## src/rtl/fifo_burst_rd.sv

```systemverilog
// Burst reader for the CDC FIFO consumer port: waits for BURST_LEN buffered words, then drains them
// through a registered valid/ready stage with sop/eop framing. Define FIFO_BURST_RD_TIMEOUT_EN for partial-burst flush.
module fifo_burst_rd #(
  parameter int DAT_BITS    = 8,
  parameter int ABITS       = 2,
  parameter int BURST_LEN   = 4,
  parameter int TIMEOUT_CYC = 16
) (
  input  logic                i_clk,
  input  logic                i_rst,
  input  logic                i_val,
  input  logic [DAT_BITS-1:0] i_dat,
  output logic                o_rdy,
  input  logic                i_emp,
  input  logic [ABITS:0]      i_wrds,
  output logic                o_val,
  output logic [DAT_BITS-1:0] o_dat,
  output logic                o_sop,
  output logic                o_eop,
  input  logic                i_rdy,
  output logic                o_busy,
  output logic [15:0]         o_bursts
);

  if (BURST_LEN < 1 || BURST_LEN > (1 << ABITS) || TIMEOUT_CYC < 1) begin : g_param_check
    $error("fifo_burst_rd: illegal parameter value");
  end

  // Handshakes: a word moves on either port only in a cycle where its valid and ready are both high;
  // o_val/o_dat/o_sop/o_eop never change while o_val=1 and i_rdy=0.
  typedef enum logic {S_IDLE, S_BURST} state_e;

  localparam logic [ABITS:0] BL = (ABITS+1)'(BURST_LEN);

  state_e              state_q, state_d;
  logic [ABITS:0]      rem_q, rem_d;
  logic                first_q, first_d;
  logic                val_q, val_d;
  logic [DAT_BITS-1:0] dat_q, dat_d;
  logic                sop_q, sop_d;
  logic                eop_q, eop_d;
  logic [15:0]         bursts_q, bursts_d;
  logic [ABITS:0]      cnt;
  logic                pop;

`ifdef FIFO_BURST_RD_TIMEOUT_EN
  localparam int TW = $clog2(TIMEOUT_CYC + 1);
  localparam logic [TW-1:0] TMAX = TW'(TIMEOUT_CYC - 1);
  logic [TW-1:0] timer_q, timer_d;
`endif

  // The FIFO reports a full-looking count while empty, so the flag always wins.
  assign cnt   = i_emp ? '0 : i_wrds;
  assign o_rdy = (state_q == S_BURST) & (~val_q | i_rdy) & ~i_rst;
  assign pop   = i_val & o_rdy;

  always_comb begin
    state_d  = state_q;
    rem_d    = rem_q;
    first_d  = first_q;
    val_d    = val_q;
    dat_d    = dat_q;
    sop_d    = sop_q;
    eop_d    = eop_q;
    bursts_d = bursts_q;
    case (state_q)
      S_IDLE: begin
        if (cnt >= BL) begin
          state_d = S_BURST;
          rem_d   = BL;
          first_d = 1'b1;
        end
`ifdef FIFO_BURST_RD_TIMEOUT_EN
        else if (cnt != '0 && timer_q == TMAX) begin
          state_d = S_BURST;
          rem_d   = cnt;
          first_d = 1'b1;
        end
`endif
      end
      S_BURST: begin
        if (pop) begin
          first_d = 1'b0;
          rem_d   = rem_q - (ABITS+1)'(1);
          if (rem_q == (ABITS+1)'(1)) begin
            state_d  = S_IDLE;
            bursts_d = bursts_q + 16'd1;
          end
        end
      end
      default: state_d = S_IDLE;
    endcase

    if (pop) begin
      val_d = 1'b1;
      dat_d = i_dat;
      sop_d = first_q;
      eop_d = (rem_q == (ABITS+1)'(1));
    end else if (val_q && i_rdy) begin
      val_d = 1'b0;
    end
  end

`ifdef FIFO_BURST_RD_TIMEOUT_EN
  always_comb begin
    timer_d = '0;
    if (state_q == S_IDLE && state_d == S_IDLE && cnt != '0 && cnt < BL)
      timer_d = timer_q + TW'(1);
  end
`endif

  always_ff @(posedge i_clk or posedge i_rst) begin
    if (i_rst) begin
      state_q  <= S_IDLE;
      rem_q    <= '0;
      first_q  <= 1'b0;
      val_q    <= 1'b0;
      dat_q    <= '0;
      sop_q    <= 1'b0;
      eop_q    <= 1'b0;
      bursts_q <= '0;
`ifdef FIFO_BURST_RD_TIMEOUT_EN
      timer_q  <= '0;
`endif
    end else begin
      state_q  <= state_d;
      rem_q    <= rem_d;
      first_q  <= first_d;
      val_q    <= val_d;
      dat_q    <= dat_d;
      sop_q    <= sop_d;
      eop_q    <= eop_d;
      bursts_q <= bursts_d;
`ifdef FIFO_BURST_RD_TIMEOUT_EN
      timer_q  <= timer_d;
`endif
    end
  end

  assign o_val    = val_q;
  assign o_dat    = dat_q;
  assign o_sop    = sop_q;
  assign o_eop    = eop_q;
  assign o_busy   = (state_q == S_BURST);
  assign o_bursts = bursts_q;

endmodule
```

## config.mk

```make
export PLATFORM = sky130hd
export DESIGN_NAME = fifo_burst_rd
export DESIGN_NICKNAME = d
export VERILOG_FILES = /design/src/rtl/fifo_burst_rd.sv
export SDC_FILE = /design/constraint.sdc
export NUM_CORES = 1
export LEC_CHECK = 0
export CAP_MARGIN = 0
export CORE_MARGIN = 2
export CORE_UTILIZATION = 40
export CTS_CLUSTER_SIZE = 16
export DETAILED_ROUTE_END_ITERATION = 7
export PLACE_DENSITY = 0.71
export SKIP_CTS_REPAIR_TIMING = 1
export SLEW_MARGIN = 20
export SYNTH_ARGS = -nofsm -noshare
export SYNTH_HDL_FRONTEND = slang
export SYNTH_SLANG_ARGS = --single-unit
```

## constraint.sdc

```tcl
create_clock -name i_clk -period 1.85 [get_ports i_clk]
set_clock_uncertainty 0.1 [all_clocks]
set_input_delay 0.37 -clock i_clk [delete_from_list [all_inputs] [get_ports i_clk]]
set_output_delay 0.37 -clock i_clk [all_outputs]
set_load 0.02 [all_outputs]
```

==> summary.md, run 1 <==
| Metric | Value |
|---|---|
| Status | `complete, but fails checks` |
| Failing checks | `negative setup slack` |
| Fin Hold WS | `0.3581 ns` |
| Register area share after synthesis | `0.5517` |
| Gr ovfl total | `0` |
| Part of the cycle the worst path needs | `1.005` |
| Clock Latency Late Sink | `0.33 ns` |
| Kind of critical path | `input port to primary output` |
| Post-DRT Antenna Nets | `0` |
| RD Place Congestion | `0.7335` |
| DIE AREA | `4126 um^2` |
| Post-layout util | `0.6158` |
| Drt initial violations | `35` |
| Worst Path Max Fanout | `2` |
| Netlist cell types | `32` |
| Nets | `194` |
| P per Cell Area | `1052 nW/um^2` |
| Largest net degree at the start of global routing | `33` |
| Max Slew Vio Count | `0` |
| HPWL Detailed | `2174 um` |
| Multi-input combinational cell area | `605.6 um^2` |
| Mapped Nets | `135` |
| Total CTS buffers | `5` |
| I/O Buffers | `42` |
| Reg area | `800.8 um^2` |
| Area delta synth->final | `44.91%` |
| Synthesized area | `1451 um^2` |
| Mux share of post-synthesis cell area | `0.08793` |
| Hold WC Path Type | `input port to asynchronous set/reset pin` |
| DP Worst Slack | `-0.3880 ns` |
| Peak supply drop | `789.5 uV` |
| Final critical-path required period | `1.859 ns` |
| Rows | `21` |
| Vias per std cell | `4.694` |
| Clk slew on worst S/H paths | `0.10 ns` |
| Fmax | `538.0 MHz` |
| Initial antenna violation count | `0` |
| Commonest non-fill, non-tap cell in the layout | `dfrtp_1` |
| Total of max-cap violations | `0` |
| Fraction of layout cells with a size suffix above 1 | `0.2273` |
| Root buf cell | `clkbuf_4` |
| Post-Synth Simple-Gate Area | `0.1862` |
| Post-Place Cells | `214` |
| Largest family of logic cells by synthesized area | `simple AND/OR/NAND/NOR gates` |
| Final worst slack | `-0.008877 ns` |
| Final WL | `2876 um` |
| Slew at the pin with the worst max-slew slack | `0.3994 ns` |
| Leakage | `1.124 nW` |
| I/O pins | `45` |
| Post-synthesis instance total | `116` |
| Post-DR wirelength/cell | `12.95 um` |
| Top FF cell, synth | `dfrtp_1` |
| Worst path arrival time | `1.39 ns` |
| Fin cells | `222` |
| Synth Area per Inst | `12.51 um^2` |
| Unrepaired setup endpoints after global routing | `true` |
| Post-Synth Adder-Cell Area | `0.02586` |
| Initial Utilization | `0.4249` |
| Startpoint types | `input port` |
| Core area | `3416 um^2` |
| Final setup vio count | `1` |
| First-pass DRT Iterations | `3` |
| Via count | `1,042` |
| Fin. Hold Viols | `0` |
| Die height | `64.24 um` |
| Crit end category | `primary output` |
| Synth Area in Compound Gates | `0.02328` |
| Fillers | `293` |
| TNS Setup | `-0.008877 ns` |
| DRC viols | `0` |
| Critical path origin | `i_rst` |
| Overall power | `2.213 mW` |
| CTS Sinks | `32` |
| Relative slew slack | `0.7337` |
| Synth Warn # | `0` |
| Worst flop-to-flop path startpoint | `rem_q[1]$_DFFE_PP0P_` |
| Vias in the first global route | `1,073` |
| Number of H-tree levels | `2` |
| WP data required | `1.38 ns` |
| Clk buf depth | `2` |
| Share of flip-flops with an asynchronous set or reset | `1.000` |
| First-pass GRT wire length | `4788 um` |
| DP Area | `2003 um^2` |
| CTS tree | `yes` |
| XOR/XNOR share of the synthesized area | `0.09052` |
| Die width | `64.24 um` |
| Number of synthesized flops with an enable pin | `0` |
| #FFs+latches synth | `32` |
| Total track usage | `0.1519` |
| # diodes | `0` |
| Most frequent cells in the layout | `dfrtp_1, clkdlybuf4s50_1, dlymetal6s2s_1` |
| Cell area after layout | `2103 um^2` |
[cells in the mapped netlist, types with 2 or more instances]
master	count	area share
dfrtp_1	32	0.55
mux2_2	10	0.078
inv_1	9	0.023
nand2_1	8	0.021
xor2_1	8	0.048
xnor2_1	7	0.042
nor3_1	6	0.021
nand3_1	4	0.014
nor2_1	4	0.010
ha_1	3	0.026
nand4_1	2	0.0086
nor4_4	2	0.029
o21ai_0	2	0.0069
[layer usage]
layer  up-vias  track usage  share of wire
met5         -            0              0
met4         0      0.06383         0.0097
met3         2      0.03521          0.045
met2        29       0.2760           0.53
met1       500       0.1689           0.41
li1        511            -              -
[logic make-up (layout without fill, tap and decap cells)]
group | after synthesis | after routing
AOI/OAI and AO/OA | 5 | 5
xor gates and xnor gates | 15 | 15
adders and majority gates | 3 | 3
buffers and inverters | 11 | 71
DFF | 32 | 32
muxes | 11 | 11
and+or+nand+nor | 39 | 39
[power breakdown]
part / internal (mW) / switching (mW)
clock network: 0.186 / 0.233
logic: 0.442 / 0.376
registers: 0.866 / 0.109
total: 1.49 / 0.719
[flip-flops by register name, summed over array words and instances, names as in the netlist]
name / cells
rem_q: 3
first_q: 1
o_eop: 1
o_bursts: 16
o_val: 1
o_sop: 1
o_dat: 8
o_busy: 1
[area by class of cell]
type                            instances  area share
Multi-Input combinational cell         73      0.2879
Inverter                                9     0.01606
Clock buffer                            7     0.02617
Sequential cell                        32      0.3807
Clock inverter                          1    0.003569
Tap cell                               46     0.02736
Timing Repair Buffer                   54      0.2582
[critical path, cell delays in order]
cell and delay (ns):
clkdlybuf4s50_1 0.48, and2b_2 0.22, and2_1 0.16, buf_2 0.15
[path summary, 6_finish.rpt]
path | end | slack [ns] | cells past startpoint
min in group i_clk | o_bursts[15]$_DFFE_PP0P_ | 0.37 | 1
max in group asynchronous | o_bursts[12]$_DFFE_PP0P_ | 0.99 | 3
max | o_rdy | -0.009 | 4
max reg2reg | o_bursts[15]$_DFFE_PP0P_ | 0.13 | 7
min | o_busy$_DFF_PP0_ | 0.36 | 3
min reg2reg | o_bursts[15]$_DFFE_PP0P_ | 0.37 | 1
Note: power is estimated with default switching activity, not from simulation.
==> run 2, diff against run 1 <==
Clock period 1.85 ns to 2.22 ns, I/O delays scaled along.
==> run 2 against run 1 <==
  * The flow now finishes without violations
  * First-iteration DRC count is 20% lower
  * Clock-buffer cell count is 1 lower
  * Total power decreased by 13%
  * Critical path type unchanged
  * Critical endpoint unchanged
==> summary.md, run 2 (same netlist as run 1, synthesis figures left out) <==
| Metric | Value |
|---|---|
| # diodes | `0 (unchanged)` |
| Largest register FFs | `16 (unchanged)` |
| Nets | `191 (-1.5%)` |
| Die width | `64.24 um (unchanged)` |
| Crit end category | `primary output` |
| Fillers | `295 (+0.68%)` |
| HPWL Detailed | `2078 um (-4.4%)` |
| Clock Latency Late Sink | `0.33 ns (about the same)` |
| Initial Utilization | `0.4249 (unchanged)` |
| Sw frac | `0.3068 (-0.01795)` |
| Hold Startpoint | `o_bursts[15]$_DFFE_PP0P_` |
| Fin. Hold Viols | `0 (unchanged)` |
| Psw | `0.5888 mW (-18%)` |
| Post-DR wirelength/cell | `12.78 um (-1.4%)` |
| Pint | `1.331 mW (-11%)` |
| Overall power | `1.919 mW (-13%)` |
| Vias in the first global route | `1,083 (+0.93%)` |
| Fraction of layout cells with a size suffix above 1 | `0.2023 (-0.02496)` |
| Fmax | `489.9 MHz` |
| Final setup vio count | `0 (-1)` |
| CTS Sinks | `32 (unchanged)` |
| RD Place Congestion | `0.7388 (+0.72%)` |
| Fin Hold WS | `0.3788 ns (+0.02071 ns)` |
| Unrepaired setup endpoints after global routing | `false` |
| Total of max-cap violations | `0 (unchanged)` |
| Clk slew on worst S/H paths | `0.10 ns (about the same)` |
| Relative slew slack | `0.7121 (-0.02161)` |
| Part of the cycle the worst path needs | `0.9195` |
| Gr ovfl total | `0 (unchanged)` |
| DIE AREA | `4126 um^2 (unchanged)` |
| Initial antenna violation count | `0 (unchanged)` |
| Leakage | `0.9462 nW (-16%)` |
| Root buf cell | `clkbuf_4` |
| First-pass DRT Iterations | `4 (+1)` |
| Via count | `1,034 (-0.77%)` |
| Area delta synth->final | `42.76%` |
| I/O Buffers | `42 (unchanged)` |
| Kind of critical path | `input port to primary output` |
| Worst path arrival time | `1.50 ns (+0.11 ns)` |
| Worst Path Max Fanout | `2 (unchanged)` |
| Seq pwr share | `0.425 (-0.016)` |
| First-pass GRT wire length | `4781 um (-0.15%)` |
| DRC viols | `0 (unchanged)` |
| CTS tree | `yes` |
| Largest net degree at the start of global routing | `33 (unchanged)` |
| Worst flop-to-flop path startpoint | `o_bursts[2]$_DFFE_PP0P_` |
| Final critical-path required period | `2.041 ns` |
| Clk pwr share | `0.223 (+0.034)` |
| FF-to-FF path depth | `4 (-3)` |
| Core area | `3416 um^2 (unchanged)` |
| Clk buf depth | `2 (unchanged)` |
| Rows | `21 (unchanged)` |
| Reg area | `800.8 um^2 (unchanged)` |
| Peak supply drop | `608.7 uV (-23%)` |
| Startpoint types | `input port` |
| Hold Path Depth | `1` |
| Most frequent cells in the layout | `clkdlybuf4s50_1, dfrtp_1, mux2_2` |
| Drt initial violations | `28 (-20%)` |
| Multi-input combinational cell area | `600.6 um^2 (-0.83%)` |
| Post-DRT Antenna Nets | `0 (unchanged)` |
| Slew at the pin with the worst max-slew slack | `0.4309 ns (+0.03148 ns)` |
| WP data required | `1.68 ns (+0.30 ns)` |
| Total track usage | `0.1525 (+0.0006357)` |
| Final WL | `2798 um (-2.7%)` |
| Combinational power share | `0.353 (-0.017)` |
| Vias per std cell | `4.721 (+0.59%)` |
| Die height | `64.24 um (unchanged)` |
| I/O pins | `45 (unchanged)` |
| Max Slew Vio Count | `0 (unchanged)` |
| Hold WC Path Type | `flip-flop to flip-flop` |
| Number of H-tree levels | `2 (unchanged)` |
| Status | `complete, no violations` |
| Total CTS buffers | `5 (unchanged)` |
| Commonest non-fill, non-tap cell in the layout | `clkdlybuf4s50_1` |
| Critical path origin | `i_rst` |
| P per Cell Area | `926.3 nW/um^2 (-12%)` |
==> run 2: cell count changes in the layout (fill, tap and decap cells not counted), sizes merged <==
cell           change
clkdlybuf4s50     +15
dlymetal6s2s      -14
clkinvlp           -1
buf                -4
bufinv             +1
clkbuf             -1
clkinv             +1
==> run 2: per-layer routing <==
layer  up-vias  wire length [um]  track usage
met3         5               151      0.05810
met4         0                29      0.04787
met2        30              1443       0.2656
met5         -                 0            0
li1        504                 -            -
met1       495              1173       0.1719
==> run 2: area by class of cell <==
cell class	instances	share of cell area
Inverter	9	0.01630
Timing Repair Buffer	51	0.2428
Clock buffer	6	0.01993
Tap cell	46	0.02778
Multi-Input combinational cell	73	0.2899
Sequential cell	32	0.3865
Clock inverter	2	0.01691
==> run 2: power by group through the flow <==
stage / clock network [mW] / logic, mW / registers, mW
after floorplan: 0 / 0.228 / 0.947
after global placement: 0 / 0.674 / 0.820
after detailed placement: 0 / 0.685 / 0.827
after CTS: 0.440 / 0.688 / 0.817
after global routing: 0.482 / 0.729 / 0.836
final: 0.427 / 0.677 / 0.816
==> run 2: final timing paths <==
path / end / slack (ns)
max: o_rdy / 0.18
min: o_bursts[15]$_DFFE_PP0P_ / 0.38
max reg2reg: o_bursts[10]$_DFFE_PP0P_ / 0.48
min reg2reg: o_bursts[15]$_DFFE_PP0P_ / 0.38
max in group asynchronous: o_bursts[13]$_DFFE_PP0P_ / 1.29
min in group asynchronous: o_busy$_DFF_PP0_ / 0.43
==> run 2: critical path, stage by stage <==
cell             delay [ns]
clkdlybuf4s50_1        0.47
and2b_2                0.22
and2_1                 0.16
dlymetal6s2s_1         0.20
==> run 2: through the flow <==
step                setup TNS (ns)  setup WS, ns  utilization  instances  cell area [um^2]
finish                           0        0.1788       0.6066        219              2072
global route                     0        0.1520       0.6066        219              2072
CTS                        -0.1609       -0.1609       0.6059        219              2069
detailed placement         -0.2026       -0.1609       0.5835        211              1993
global placement           -0.1606       -0.1530       0.5835        211              1993
floorplan                        0        0.4287            -        116              1451
==> run 3, diff against run 2 <==
--- a/constraint.sdc
+++ b/constraint.sdc
@@ -4,2 +4,2 @@
 set_output_delay 0.444 -clock i_clk [all_outputs]
-set_load 0.02 [all_outputs]
+set_load 0.05 [all_outputs]
==> run 3 against run 2 <==
  * Fmax fell by 4.6%
  * Register-to-register slack barely moved
  * Largest power group is now combinational logic
  * Final cell count fell by 1.8%
  * Critical path type is now flip-flop to primary output
  * Hold slack got worse by 0.0039 ns
  * Die area did not move
==> summary.md, run 3 (same netlist as run 1, synthesis figures left out) <==
| Metric | Value |
|---|---|
| Final WL | `2676 um (-4.4%)` |
| Max Used Layer | `met4` |
| Buf/Inv on CP | `1 (-1)` |
| Met3 routed WL | `164 um (+8.6%)` |
| Pint | `1.211 mW (-9.0%)` |
| Total CTS buffers | `5 (unchanged)` |
| Startpoint types | `flip-flop` |
| Gr ovfl total | `0 (unchanged)` |
| Post-DR wirelength/cell | `12.45 um (-2.6%)` |
| Unrepaired setup endpoints after global routing | `false` |
| Hold Startpoint | `o_bursts[15]$_DFFE_PP0P_` |
| Number of H-tree levels | `2 (unchanged)` |
| Leakage | `0.9117 nW (-3.6%)` |
| Core area | `3416 um^2 (unchanged)` |
| Met1 WL | `1123 um (-4.3%)` |
| Root buf cell | `clkbuf_4` |
| Initial Utilization | `0.4249 (unchanged)` |
| Final critical-path required period | `2.141 ns (+0.09935 ns)` |
| Post-layout util | `0.5934 (-0.01319)` |
| Peak supply drop | `674.3 uV (+11%)` |
| CP max stage cell | `clkdlybuf4s50_1` |
| Nets | `188 (-1.6%)` |
| Die width | `64.24 um (unchanged)` |
| Post-DRT Antenna Nets | `0 (unchanged)` |
| Die height | `64.24 um (unchanged)` |
| P per Cell Area | `1007 nW/um^2 (+8.7%)` |
| First-pass GRT wire length | `4547 um (-4.9%)` |
| HPWL Detailed | `2044 um (-1.7%)` |
| Relative slew slack | `0.6584 (-0.05373)` |
| Fraction of layout cells with a size suffix above 1 | `0.1893 (-0.01296)` |
| Vias per std cell | `4.740 (+0.38%)` |
| Critical path depth | `1 (-3)` |
| Hold Path Depth | `1 (unchanged)` |
| WP data required | `1.68 ns (about the same)` |
| Worst Path Max Fanout | `5 (+3)` |
| Total of max-cap violations | `0 (unchanged)` |
| End of the worst hold path | `o_bursts[15]$_DFFE_PP0P_` |
| First-pass DRT Iterations | `4 (unchanged)` |
| I/O Buffers | `42 (unchanged)` |
| CP delay by family, top | `buffers and inverters` |
| Seq pwr share | `0.399 (-0.026)` |
| Max Slew Vio Count | `0 (unchanged)` |
| Clock Latency Late Sink | `0.31 ns (-0.02 ns)` |
| R2r endpoint | `o_bursts[15]$_DFFE_PP0P_` |
| FF-to-FF path depth | `7 (+3)` |
| Via count | `1,019 (-1.5%)` |
| Largest net degree at the start of global routing | `33 (unchanged)` |
| DIE AREA | `4126 um^2 (unchanged)` |
| Final setup vio count | `0 (unchanged)` |
| RD Place Congestion | `0.7733 (+4.7%)` |
| Fin. Hold Viols | `0 (unchanged)` |
| Initial antenna violation count | `0 (unchanged)` |
| Crit end category | `primary output` |
| Hold WC Path Type | `flip-flop to flip-flop` |
| Sw frac | `0.4069 (+0.1001)` |
| Drt initial violations | `25 (-11%)` |
| Most frequent cells in the layout | `clkdlybuf4s50_1, dfrtp_1, mux2_2` |
| Fillers | `298 (+1.0%)` |
| Crit-path max cell delay | `0.85 ns (+0.38 ns)` |
| Kind of critical path | `flip-flop to primary output` |
| Total track usage | `0.1434 (-0.009103)` |
| Status | `complete, no violations` |
| Combinational power share | `0.460 (+0.107)` |
| R2r setup slk | `0.48 ns (about the same)` |
| CTS tree | `yes` |
| Fmax | `467.2 MHz (-4.6%)` |
| WL met2 | `1376 um (-4.6%)` |
| Clk slew on worst S/H paths | `0.09 ns (about the same)` |
| I/O pins | `45 (unchanged)` |
| Post-Place Cells | `208 (-1.4%)` |
| # diodes | `0 (unchanged)` |
| Psw | `0.8306 mW (+41%)` |
| Commonest non-fill, non-tap cell in the layout | `clkdlybuf4s50_1` |
| Worst flop-to-flop path startpoint | `rem_q[1]$_DFFE_PP0P_` |
| Vias in the first global route | `1,052 (-2.9%)` |
| Largest register FFs | `16 (unchanged)` |
| Slew at the pin with the worst max-slew slack | `0.5108 ns (+0.07992 ns)` |
| Rows | `21 (unchanged)` |
| Area delta synth->final | `39.65%` |
| Fin cells | `215 (-1.8%)` |
| CTS Sinks | `32 (unchanged)` |
| TNS Setup | `0 ns (unchanged)` |
| CP cell instances | `clkdlybuf4s50_1` |
| Clk pwr share | `0.141 (-0.082)` |
| Worst path arrival time | `1.60 ns (+0.10 ns)` |
| DRC viols | `0 (unchanged)` |
| Clk buf depth | `2 (unchanged)` |
| Part of the cycle the worst path needs | `0.9642 (+0.04475)` |
-- run 3: cell types whose count changed in the layout (fill, tap and decap cells not counted), sizes merged --
cell          change
bufinv            -1
buf               -2
dlymetal6s2s      -1
-- run 3: area by class of cell --
type                    count  area (um^2)  area share
flip-flops and latches     32        800.8      0.3951
multi-input cells          73        600.6      0.2963
repair buffers             48        488.0      0.2407
well taps                  46        57.56     0.02840
clock buffers               6        41.29     0.02037
inverters                   9        33.78     0.01667
clock inverters             1        5.005    0.002469
-- run 3: worst max-delay path by stage --
| stage | slack (ns) | start | end |
|---|---|---|---|
| after detailed placement | 0.05 | i_rst | o_bursts[1]$_DFFE_PP0P_ |
| after CTS | 0.06 | o_bursts[2]$_DFFE_PP0P_ | o_bursts[2] |
| after global placement | 0.05 | i_rst | o_bursts[1]$_DFFE_PP0P_ |
| after global routing | 0.01 | o_bursts[2]$_DFFE_PP0P_ | o_bursts[2] |
| after floorplan | 0.21 | o_busy$_DFF_PP0_ | o_bursts[1]$_DFFE_PP0P_ |
| final | 0.08 | o_bursts[2]$_DFFE_PP0P_ | o_bursts[2] |
-- run 3: power by group through the flow --
stage          logic [mW]  registers [mW]  clock network, mW
2_1_floorplan       0.239            1.19                  0
3_3_place_gp        0.931           0.819                  0
3_5_place_dp        0.946           0.830                  0
4_1_cts             0.951           0.818              0.306
5_1_grt             0.996           0.838              0.338
6_report            0.938           0.815              0.288
-- run 3: per-stage QoR --
step	setup slack [ns]	area [um^2]	hold WS, ns	power [mW]
after global routing	0.01176	2027	0.3894	2.173
after global placement	0.05369	1981	0.3553	1.751
final	0.07945	2027	0.3749	2.041
after CTS	0.05876	2027	0.3818	2.074
after detailed placement	0.04582	1981	0.3653	1.776
after floorplan	0.2066	1451	0.3603	1.429
-- run 3: per-layer routing --
metal	up-vias	global-route usage
li1	497	-
met1	491	0.1546
met2	29	0.2565
met3	2	0.05458
met4	0	0.04787
met5	-	0
